**src/rtl/uart_pkg.sv**
```systemverilog
`default_nettype none
// ============================================================================
//  Module      : uart_pkg
//  Description : Shared constants and types for the 8N1 UART (transmitter,
//                receiver and top level).
//                  CLKS_PER_BIT_DEF : default sysclk cycles per serial bit
//                  DATA_W           : data bits per frame
//                  uart_state_e     : frame state shared by TX and RX
//  Revision    : 1.0 - initial release
// ============================================================================
package uart_pkg;

    localparam int CLKS_PER_BIT_DEF = 100000000 / 9600;  // 10416
    localparam int DATA_W           = 8;
    localparam int BIT_IDX_W        = $clog2(DATA_W);

    typedef enum logic [1:0] {
        ST_IDLE  = 2'd0,
        ST_START = 2'd1,
        ST_DATA  = 2'd2,
        ST_STOP  = 2'd3
    } uart_state_e;

endpackage : uart_pkg
`default_nettype wire

```
**src/rtl/uart_rx.sv**
```systemverilog
`default_nettype none
// ============================================================================
//  Module      : uart_rx
//  Description : 8N1 serial receiver with mid-bit sampling and its own
//                bit-period counter.
//                  clk_i   : system clock
//                  rst_ni  : asynchronous active-low reset
//                  rx_i    : serial line, idle high (synchronized here)
//                  read_i  : acknowledge, clears valid_o
//                  data_o  : last byte received with a good stop bit
//                  valid_o : 1 = data_o holds an unread byte
//  Revision    : 1.0 - initial release
// ============================================================================
module uart_rx
    import uart_pkg::*;
#(
    parameter int CLKS_PER_BIT = CLKS_PER_BIT_DEF
) (
    input  logic              clk_i,
    input  logic              rst_ni,
    input  logic              rx_i,
    input  logic              read_i,
    output logic [DATA_W-1:0] data_o,
    output logic              valid_o
);

    localparam int                   CNT_W          = $clog2(CLKS_PER_BIT + 1);
    localparam logic [CNT_W-1:0]     c_BIT_LAST     = CNT_W'(CLKS_PER_BIT - 1);
    localparam logic [CNT_W-1:0]     c_HALF_LAST    = CNT_W'(CLKS_PER_BIT / 2 - 1);
    localparam logic [BIT_IDX_W-1:0] c_BIT_IDX_LAST = BIT_IDX_W'(DATA_W - 1);

    // [0],[1] form the synchronizer, [2] holds the previous synced value
    logic [2:0]           rx_sync_q;
    logic                 w_rx;
    logic                 w_fall;

    uart_state_e          state_q;
    logic [CNT_W-1:0]     cnt_q;
    logic [BIT_IDX_W-1:0] bit_q;
    logic [DATA_W-1:0]    shift_q;
    logic [DATA_W-1:0]    data_q;
    logic                 valid_q;

    always_ff @(posedge clk_i or negedge rst_ni) begin
        if (!rst_ni) begin
            rx_sync_q <= '1;
        end else begin
            rx_sync_q <= {rx_sync_q[1:0], rx_i};
        end
    end

    assign w_rx   = rx_sync_q[1];
    assign w_fall = ~rx_sync_q[1] & rx_sync_q[2];

    always_ff @(posedge clk_i or negedge rst_ni) begin
        if (!rst_ni) begin
            state_q <= ST_IDLE;
            cnt_q   <= '0;
            bit_q   <= '0;
            shift_q <= '0;
            data_q  <= '0;
            valid_q <= 1'b0;
        end else begin
            // A valid stop sample below is assigned later and wins
            if (read_i) begin
                valid_q <= 1'b0;
            end
            case (state_q)
                ST_IDLE: begin
                    cnt_q <= '0;
                    if (w_fall) begin
                        state_q <= ST_START;
                    end
                end
                ST_START: begin
                    if (cnt_q == c_HALF_LAST) begin
                        cnt_q   <= '0;
                        bit_q   <= '0;
                        // High at the start mid-point means a glitch
                        state_q <= w_rx ? ST_IDLE : ST_DATA;
                    end else begin
                        cnt_q <= cnt_q + CNT_W'(1);
                    end
                end
                ST_DATA: begin
                    if (cnt_q == c_BIT_LAST) begin
                        cnt_q   <= '0;
                        shift_q <= {w_rx, shift_q[DATA_W-1:1]};
                        if (bit_q == c_BIT_IDX_LAST) begin
                            state_q <= ST_STOP;
                        end else begin
                            bit_q <= bit_q + BIT_IDX_W'(1);
                        end
                    end else begin
                        cnt_q <= cnt_q + CNT_W'(1);
                    end
                end
                ST_STOP: begin
                    if (cnt_q == c_BIT_LAST) begin
                        cnt_q   <= '0;
                        // On a framing error the line is still low; IDLE only
                        // reacts to a falling edge, so it waits for the line
                        // to go high before a new frame can start.
                        state_q <= ST_IDLE;
                        if (w_rx) begin
                            data_q  <= shift_q;
                            valid_q <= 1'b1;
                        end
                    end else begin
                        cnt_q <= cnt_q + CNT_W'(1);
                    end
                end
                default: state_q <= ST_IDLE;
            endcase
        end
    end

    assign data_o  = data_q;
    assign valid_o = valid_q;

endmodule : uart_rx
`default_nettype wire

```
**src/rtl/uart_tx.sv**
```systemverilog
`default_nettype none
// ============================================================================
//  Module      : uart_tx
//  Description : 8N1 serial transmitter with its own bit-period counter.
//                  clk_i    : system clock
//                  rst_ni   : asynchronous active-low reset
//                  tx_en_i  : transmit request (synchronized, rising edge)
//                  data_i   : byte captured when a request is accepted
//                  tx_o     : registered serial line, idle high
//                  ready_o  : 1 = idle, 0 = frame in flight
//  Revision    : 1.0 - initial release
// ============================================================================
module uart_tx
    import uart_pkg::*;
#(
    parameter int CLKS_PER_BIT = CLKS_PER_BIT_DEF
) (
    input  logic              clk_i,
    input  logic              rst_ni,
    input  logic              tx_en_i,
    input  logic [DATA_W-1:0] data_i,
    output logic              tx_o,
    output logic              ready_o
);

    localparam int                   CNT_W          = $clog2(CLKS_PER_BIT + 1);
    localparam logic [CNT_W-1:0]     c_BIT_LAST     = CNT_W'(CLKS_PER_BIT - 1);
    localparam logic [BIT_IDX_W-1:0] c_BIT_IDX_LAST = BIT_IDX_W'(DATA_W - 1);

    // [0],[1] form the synchronizer, [2] holds the previous synced value
    logic [2:0]           en_sync_q;
    logic                 w_en_rise;

    uart_state_e          state_q;
    logic [CNT_W-1:0]     cnt_q;
    logic [BIT_IDX_W-1:0] bit_q;
    logic [DATA_W-1:0]    shift_q;
    logic                 tx_q;
    logic                 ready_q;

    always_ff @(posedge clk_i or negedge rst_ni) begin
        if (!rst_ni) begin
            en_sync_q <= '0;
        end else begin
            en_sync_q <= {en_sync_q[1:0], tx_en_i};
        end
    end

    // A held-high request produces exactly one edge, hence one frame
    assign w_en_rise = en_sync_q[1] & ~en_sync_q[2];

    always_ff @(posedge clk_i or negedge rst_ni) begin
        if (!rst_ni) begin
            state_q <= ST_IDLE;
            cnt_q   <= '0;
            bit_q   <= '0;
            shift_q <= '0;
            tx_q    <= 1'b1;
            ready_q <= 1'b1;
        end else begin
            case (state_q)
                ST_IDLE: begin
                    cnt_q <= '0;
                    // Edges seen outside IDLE are dropped, not queued
                    if (w_en_rise) begin
                        shift_q <= data_i;
                        tx_q    <= 1'b0;
                        ready_q <= 1'b0;
                        state_q <= ST_START;
                    end
                end
                ST_START: begin
                    if (cnt_q == c_BIT_LAST) begin
                        cnt_q   <= '0;
                        bit_q   <= '0;
                        tx_q    <= shift_q[0];
                        shift_q <= {1'b0, shift_q[DATA_W-1:1]};
                        state_q <= ST_DATA;
                    end else begin
                        cnt_q <= cnt_q + CNT_W'(1);
                    end
                end
                ST_DATA: begin
                    if (cnt_q == c_BIT_LAST) begin
                        cnt_q <= '0;
                        if (bit_q == c_BIT_IDX_LAST) begin
                            tx_q    <= 1'b1;
                            state_q <= ST_STOP;
                        end else begin
                            bit_q   <= bit_q + BIT_IDX_W'(1);
                            tx_q    <= shift_q[0];
                            shift_q <= {1'b0, shift_q[DATA_W-1:1]};
                        end
                    end else begin
                        cnt_q <= cnt_q + CNT_W'(1);
                    end
                end
                ST_STOP: begin
                    if (cnt_q == c_BIT_LAST) begin
                        cnt_q   <= '0;
                        ready_q <= 1'b1;
                        state_q <= ST_IDLE;
                    end else begin
                        cnt_q <= cnt_q + CNT_W'(1);
                    end
                end
                default: state_q <= ST_IDLE;
            endcase
        end
    end

    assign tx_o    = tx_q;
    assign ready_o = ready_q;

endmodule : uart_tx
`default_nettype wire

```
**src/rtl/uart.sv**
```systemverilog
`default_nettype none
// ============================================================================
//  Module      : uart
//  Description : Full-duplex 8N1 UART peripheral; independent TX and RX.
//                  sysclk    : system clock
//                  reset     : asynchronous active-low reset
//                  UART_RX   : serial input, idle high
//                  UART_TX   : serial output, idle high
//                  UART_TXD  : byte to transmit
//                  TX_EN     : transmit request (rising edge)
//                  TX_STATUS : 1 = transmitter ready
//                  UART_RXD  : last received byte
//                  RX_EFF    : 1 = unread byte in UART_RXD
//                  RX_READ   : acknowledge, clears RX_EFF
//  Revision    : 1.0 - initial release
// ============================================================================
module uart
    import uart_pkg::*;
#(
    parameter int CLK_FREQ     = 100000000,
    parameter int BAUD_RATE    = 9600,
    parameter int CLKS_PER_BIT = CLK_FREQ / BAUD_RATE
) (
    input  logic              sysclk,
    input  logic              reset,
    input  logic              UART_RX,
    output logic              UART_TX,
    input  logic [DATA_W-1:0] UART_TXD,
    input  logic              TX_EN,
    output logic              TX_STATUS,
    output logic [DATA_W-1:0] UART_RXD,
    output logic              RX_EFF,
    input  logic              RX_READ
);

    uart_tx #(
        .CLKS_PER_BIT (CLKS_PER_BIT)
    ) u_tx (
        .clk_i   (sysclk),
        .rst_ni  (reset),
        .tx_en_i (TX_EN),
        .data_i  (UART_TXD),
        .tx_o    (UART_TX),
        .ready_o (TX_STATUS)
    );

    uart_rx #(
        .CLKS_PER_BIT (CLKS_PER_BIT)
    ) u_rx (
        .clk_i   (sysclk),
        .rst_ni  (reset),
        .rx_i    (UART_RX),
        .read_i  (RX_READ),
        .data_o  (UART_RXD),
        .valid_o (RX_EFF)
    );

endmodule : uart
`default_nettype wire

```
**config.mk**
```make
export PLATFORM = sky130hd
export DESIGN_NAME = uart
export DESIGN_NICKNAME = d
export VERILOG_FILES = /design/src/rtl/uart_pkg.sv /design/src/rtl/uart_rx.sv /design/src/rtl/uart_tx.sv /design/src/rtl/uart.sv
export SDC_FILE = /design/constraint.sdc
export NUM_CORES = 1
export LEC_CHECK = 0
export ABC_AREA = 1
export CORE_MARGIN = 2
export CORE_UTILIZATION = 53
export DETAILED_ROUTE_END_ITERATION = 8
export HOLD_SLACK_MARGIN = 0.02
export PLACE_DENSITY = 0.74
export SETUP_SLACK_MARGIN = 0.02
export SLEW_MARGIN = 0
export SYNTH_ARGS = -nofsm -noshare
export SYNTH_HDL_FRONTEND = slang
export SYNTH_SLANG_ARGS = --single-unit
```
**constraint.sdc**
```tcl
create_clock -name sysclk -period 1.6 [get_ports sysclk]
set_input_delay 0.4 -clock sysclk [delete_from_list [all_inputs] [get_ports sysclk]]
set_output_delay 0.4 -clock sysclk [all_outputs]
set_load 0.005 [all_outputs]
```
Yosys cells after proc, flatten, opt, wreduce, memory -nomap -nowiden
Cells that the tools add are included.

word-level totals
  register bits after elaboration = 71
  bits in latches = 0
  RAM bits = 0
  bits in read-only memories = 0
  input port bits = 13
  output and inout port bits = 11
  memories kept = 0

operators by class
  $add $sub $neg = 4
  multiply operators = 0
  divide/modulo/power cells = 0
  magnitude comparators = 0
  equality and inequality tests = 23
  shift-type cells = 0
  muxes and demuxes = 42
  bitwise operators = 4
  reduce and logical (&&, ||, !) cells = 17

operators by type and width
  kind                                                                     number
  14-bit two-way mux                                                       3
  14-bit case mux with 3 select lines                                      1
  8-bit two-way mux                                                        4
  14-bit by 1-bit adder with 14-bit output, second input constant          2
  14-bit == test, second input constant                                    2
  14-bit case mux with 2 select lines                                      1
  8-bit case mux with 3 select lines                                       1
  2-bit two-way mux                                                        11
  2-bit by 1-bit inequality test with 1-bit output, second input constant  10
  3-bit two-way mux                                                        6
  2-bit case mux with 4 select lines                                       2
  5-bit AND reduction                                                      3
  14-bit by 13-bit == test with 1-bit output, second input constant        1
  3-bit case mux with 2 select lines                                       2
  4-bit AND reduction                                                      3
  1-bit two-way mux                                                        9
  2-bit == test, second input constant                                     4
  3-bit by 1-bit adder with 3-bit output, second input constant            2
  3-bit == test, second input constant                                     2
  3-bit AND reduction                                                      2
  2-bit nonzero test                                                       3
  2-bit by 1-bit == test with 1-bit output, second input constant          2
  2-bit zero test                                                          2
  2-bit inequality test, second input constant                             2
  8 further kinds                                                          10

Longest topological paths before layout
  word-level depth = 4
  mapped depth = 10
  gate-level depth less buffers = 10

Modules after synthesis
From an unflattened synthesis, not the netlist that was laid out.

unflattened totals
  cells, all modules = 422
  area, all modules = 3617.2 µm²

by module, submodules not included
  module   times used  cells an instance  area an instance (µm²)
  uart_tx  1           216                1839.3
  uart_rx  1           206                1778.0

Worst setup path after synthesis
OpenSTA, ideal clock, no wires.

  path kind = register to register
  start = reg u_tx.state_q[0]
  end = reg u_tx.shift_q[0]
  library setup time = 0.118 ns
  arrival = 1.447 ns
  path slack = 0.035 ns
  stages on the path, launching flop included = 8
  period minus slack after synthesis = 1.565 ns
  cell sequence = dfrtp_1 > inv_1 > ha_1 > a21oi_1 > clkbuf_1 > nand3_4 > nand2_1 > nand2_1

on the way
  cells in the longest elaborated chain, start to end = 3

ends and longest elaborated chain
  item                                                     RTL line       source
  start, declared                                          uart_tx.sv:34  uart_state_e state_q;
  start signal, assigned                                   uart_tx.sv:54  state_q <= ST_IDLE;
  start signal, assigned                                   uart_tx.sv:69  state_q <= ST_START;
  start signal, assigned                                   uart_tx.sv:78  state_q <= ST_DATA;
  2-bit == test (tied with other cells)                    uart_tx.sv:61  case (state_q)
  2-bit inequality test (no line) (tied with other cells)  -
  5-bit AND reduction (no line)                            -
  end signal, assigned                                     uart_tx.sv:66  shift_q <= data_i;
  end signal, assigned                                     uart_tx.sv:77  shift_q <= {1'b0, shift_q[DATA_W-1:1]};
  end signal, assigned                                     uart_tx.sv:92  shift_q <= {1'b0, shift_q[DATA_W-1:1]};
  end, declared                                            uart_tx.sv:37  logic [DATA_W-1:0] shift_q;

Several ways; a longest one is shown, not always the timed one.
A chain may end at the register's enable or synchronous reset.

Final worst setup path
  start = reg u_tx.state_q[0]
  end = reg u_tx.bit_q[0]

on the way
  cells in the longest elaborated chain, start to end = 3

ends and longest elaborated chain
  item                                                                       RTL line       source
  2-bit == test or 2-bit by 1-bit == test with 1-bit output (tied branches)  uart_tx.sv:61
  2-bit inequality test (no line) (tied with other cells)                    -
  4-bit AND reduction (no line)                                              -
  end signal, assigned                                                       uart_tx.sv:90  bit_q <= bit_q + BIT_IDX_W'(1);
  end, declared                                                              uart_tx.sv:36  logic [BIT_IDX_W-1:0] bit_q;

Several ways; a longest one is shown, not always the timed one.

==> metrics.txt <==
Avg Cell Area, Syn 7.898 um2; WP buf/inv 4; mapped cell area 3696 um2; CP Cell Sequence buf_4, ha_1, nor2_1, inv_1, nand2_1, nor2_4, buf_4, o21ai_0, inv_1; fillers 554; CP required 1850 ps; Hold WC Path Type primary input to asynchronous set/reset pin; WP depth 9; Num CTS Buffers 9; DIE AREA 7658 um2; routed vias 3146; most frequent cells in the layout nand2_1 (156), dfrtp_1 (60), nor2_1 (53); Register-to-Register Path Depth 9; Port Buffers 23; P&R area growth vs syn 22.21%; outcome finished clean; Syn. warnings 0; Net Sw Frac 0.3762; # hold bufs at CTS 0; Placeable Area 6756 um2; Cell Count, Final, Fillers Out 608; ys flop type dfrtp_1; Yosys reg bits 71; IO Count 24; router iterations before antenna repair 5; Starting Density 0.5470; most common cell after layout, fill and taps aside nand2_1; CP Capture Type register; Power Total 6.093 mW; RSZ-0062 raised after global routing true; detailed router's first-iteration violation count 120; Root Buffer clkbuf_8; CTS HTree Levels 3; clk_skew 10.23 ps; Fin Setup TNS 0 ps; vias in the first global route 3028; delay-heaviest family, CP buffers and inverters; post-synthesis sequential area ratio 0.4824; peak supply drop 0.0005925 V; TritonCTS Sinks 71; Die H 87.51 um; count of cell types in the netlist 32; Max Clock Freq 650.8 MHz; asr flop ratio synth 1.000; Fin. Hold Viols 0; P_int 3.801 mW; Congestion Overflow GR 0; Die W 87.51 um; antenna violations before repair 0; Max Root-Sink Buffers 2; clock share of power 0.241; max-slew violations 0; # DRC 0; clk_lat worst skew 350 ps; CTS tree done; remaining antenna violation count 0; crit path kind register to register; global-route wire length before repair 13090 um; largest net degree at the start of global routing 72; min Tclk post-route 1537 ps; Post-Syn Instances 468; clk slew on worst S/H paths 80 ps; Max FO, Critical Path 4; GPL Wtd Cong 0.8418; Lkg Pwr 2.329 nW; antenna cells 0; Worst Path Arrival 1780 ps; Tightest Pin Transition 421.6 ps; Avg WL per Cell 12.62 um; HPWL after DPL 5356 um; PD cells 1349 nW/um2; final setup vio count 0; Seq pwr share 0.388; number of synthesized flops with an enable pin 0; Rel. slew slack 0.7179; sw power 2.292 mW; number of cell rows 30; Worst setup SP type register; Comb pwr share 0.370; post-synth net total 492; period utilisation layout 0.9604; Final #Nets 547; Post-Route WL 7673 um; overall routing resource usage 0.2193; vias per cell 5.174; share of cells above drive strength 1 0.1856; Max stage delay on crit path 400 ps; CP max-delay cell dfrtp_1; Finished Core Util 0.6685; MaxCap Viol Count 0; DP Cell Count 575
-- sequential cells by signal, indices dropped and copies added (netlist names), named ones only --
signal	count
u_rx.rx_sync_q	3
u_rx.state_q	1
u_rx.valid_o	1
u_rx.data_o	8
u_tx.state_q	2
u_tx.en_sync_q	3
u_tx.tx_o	1
u_rx.shift_q	8
u_tx.bit_q	3
u_tx.shift_q	8
u_rx.bit_q	3
u_rx.cnt_q	14
u_tx.ready_o	1
u_tx.cnt_q	14
-- synth_stat cells (6+ instances only) --
| cell | instances | area (um2) |
|---|---|---|
| dfrtp_1 | 66 | 1652 |
| a21oi_1 | 6 | 30.03 |
| inv_1 | 49 | 183.9 |
| nand4_1 | 13 | 81.33 |
| ha_1 | 11 | 137.6 |
| nand3_1 | 37 | 185.2 |
| xor2_1 | 6 | 52.55 |
| nand2_1 | 160 | 600.6 |
| nand2_2 | 6 | 37.54 |
| nor2_1 | 56 | 210.2 |
| nor3_1 | 8 | 40.04 |
-- worst paths after layout --
kind / start / slack (ps) / end
setup / recovery: u_tx.state_q[0] / 60 / u_tx.bit_q[0]
hold / removal: reset / 50 / u_tx.cnt_q[12]
setup reg to reg: u_tx.state_q[0] / 60 / u_tx.bit_q[0]
hold reg to reg: u_rx.rx_sync_q[0] / 360 / u_rx.rx_sync_q[1]
max in group asynchronous: reset / 1210 / u_rx.rx_sync_q[0]
min in group sysclk: u_rx.rx_sync_q[0] / 360 / u_rx.rx_sync_q[1]
-- cells by family after synthesis --
group,Yosys count,synth area share
buffers and inverters,61,0.06567
AO/OA/AOI/OAI,16,0.02370
adder cells (fa/ha/maj),11,0.03724
XOR/XNOR,9,0.02133
AND/OR/NAND/NOR,300,0.3697
flip-flops,71,0.4824
-- timing repair --
item / in CTS / in global routing
setup endpoints to repair: 11 / 47
buffers inserted: 6 / 11
pin swaps: 0 / 11
gates resized for setup: 11 / 30
-- cell type report --
cell class                      count  area (um2)  share of cell area
Inverter                           56       224.0             0.04958
Clock buffer                        9       123.9             0.02742
Sequential cell                    71        1790              0.3964
Timing Repair Buffer               49       447.9             0.09917
Clock inverter                      7       80.08             0.01773
Tap cell                           80       100.1             0.02216
Multi-Input combinational cell    336        1750              0.3875
-- power groups by stage --
| stage | Combinational [mW] | Sequential, mW | Clock, mW |
|---|---|---|---|
| floorplan | 1.38 | 2.31 | 0 |
| global placement | 1.90 | 2.36 | 0 |
| detailed placement | 1.95 | 2.37 | 0 |
| CTS | 1.96 | 2.33 | 1.52 |
| global route | 2.58 | 2.41 | 1.60 |
| finish | 2.26 | 2.37 | 1.47 |
-- routing by layer --
layer | routed length (um) | GRT usage | part of all wire | up-vias
met4 | 88 | 0.07273 | 0.011 | 0
li1 | - | - | - | 1583
met3 | 263 | 0.05498 | 0.034 | 8
met2 | 3903 | 0.3747 | 0.51 | 64
met1 | 3417 | 0.2722 | 0.45 | 1491
met5 | 0 | 0 | 0 | -
-- stage by stage --
| stage | setup WS, ps | hold slack (ps) | area (um2) |
|---|---|---|---|
| 6_report | 63.33 | 49.70 | 4517 |
| 2_1_floorplan | 34.98 | 104.4 | 3696 |
| 5_1_grt | -9.493 | 74.51 | 4517 |
| 4_1_cts | 20.91 | 66.50 | 4322 |
| 3_3_place_gp | 77.78 | 346.0 | 4086 |
| 3_5_place_dp | 24.95 | 349.4 | 4086 |
No activity file was read; power rests on OpenSTA's default activity.
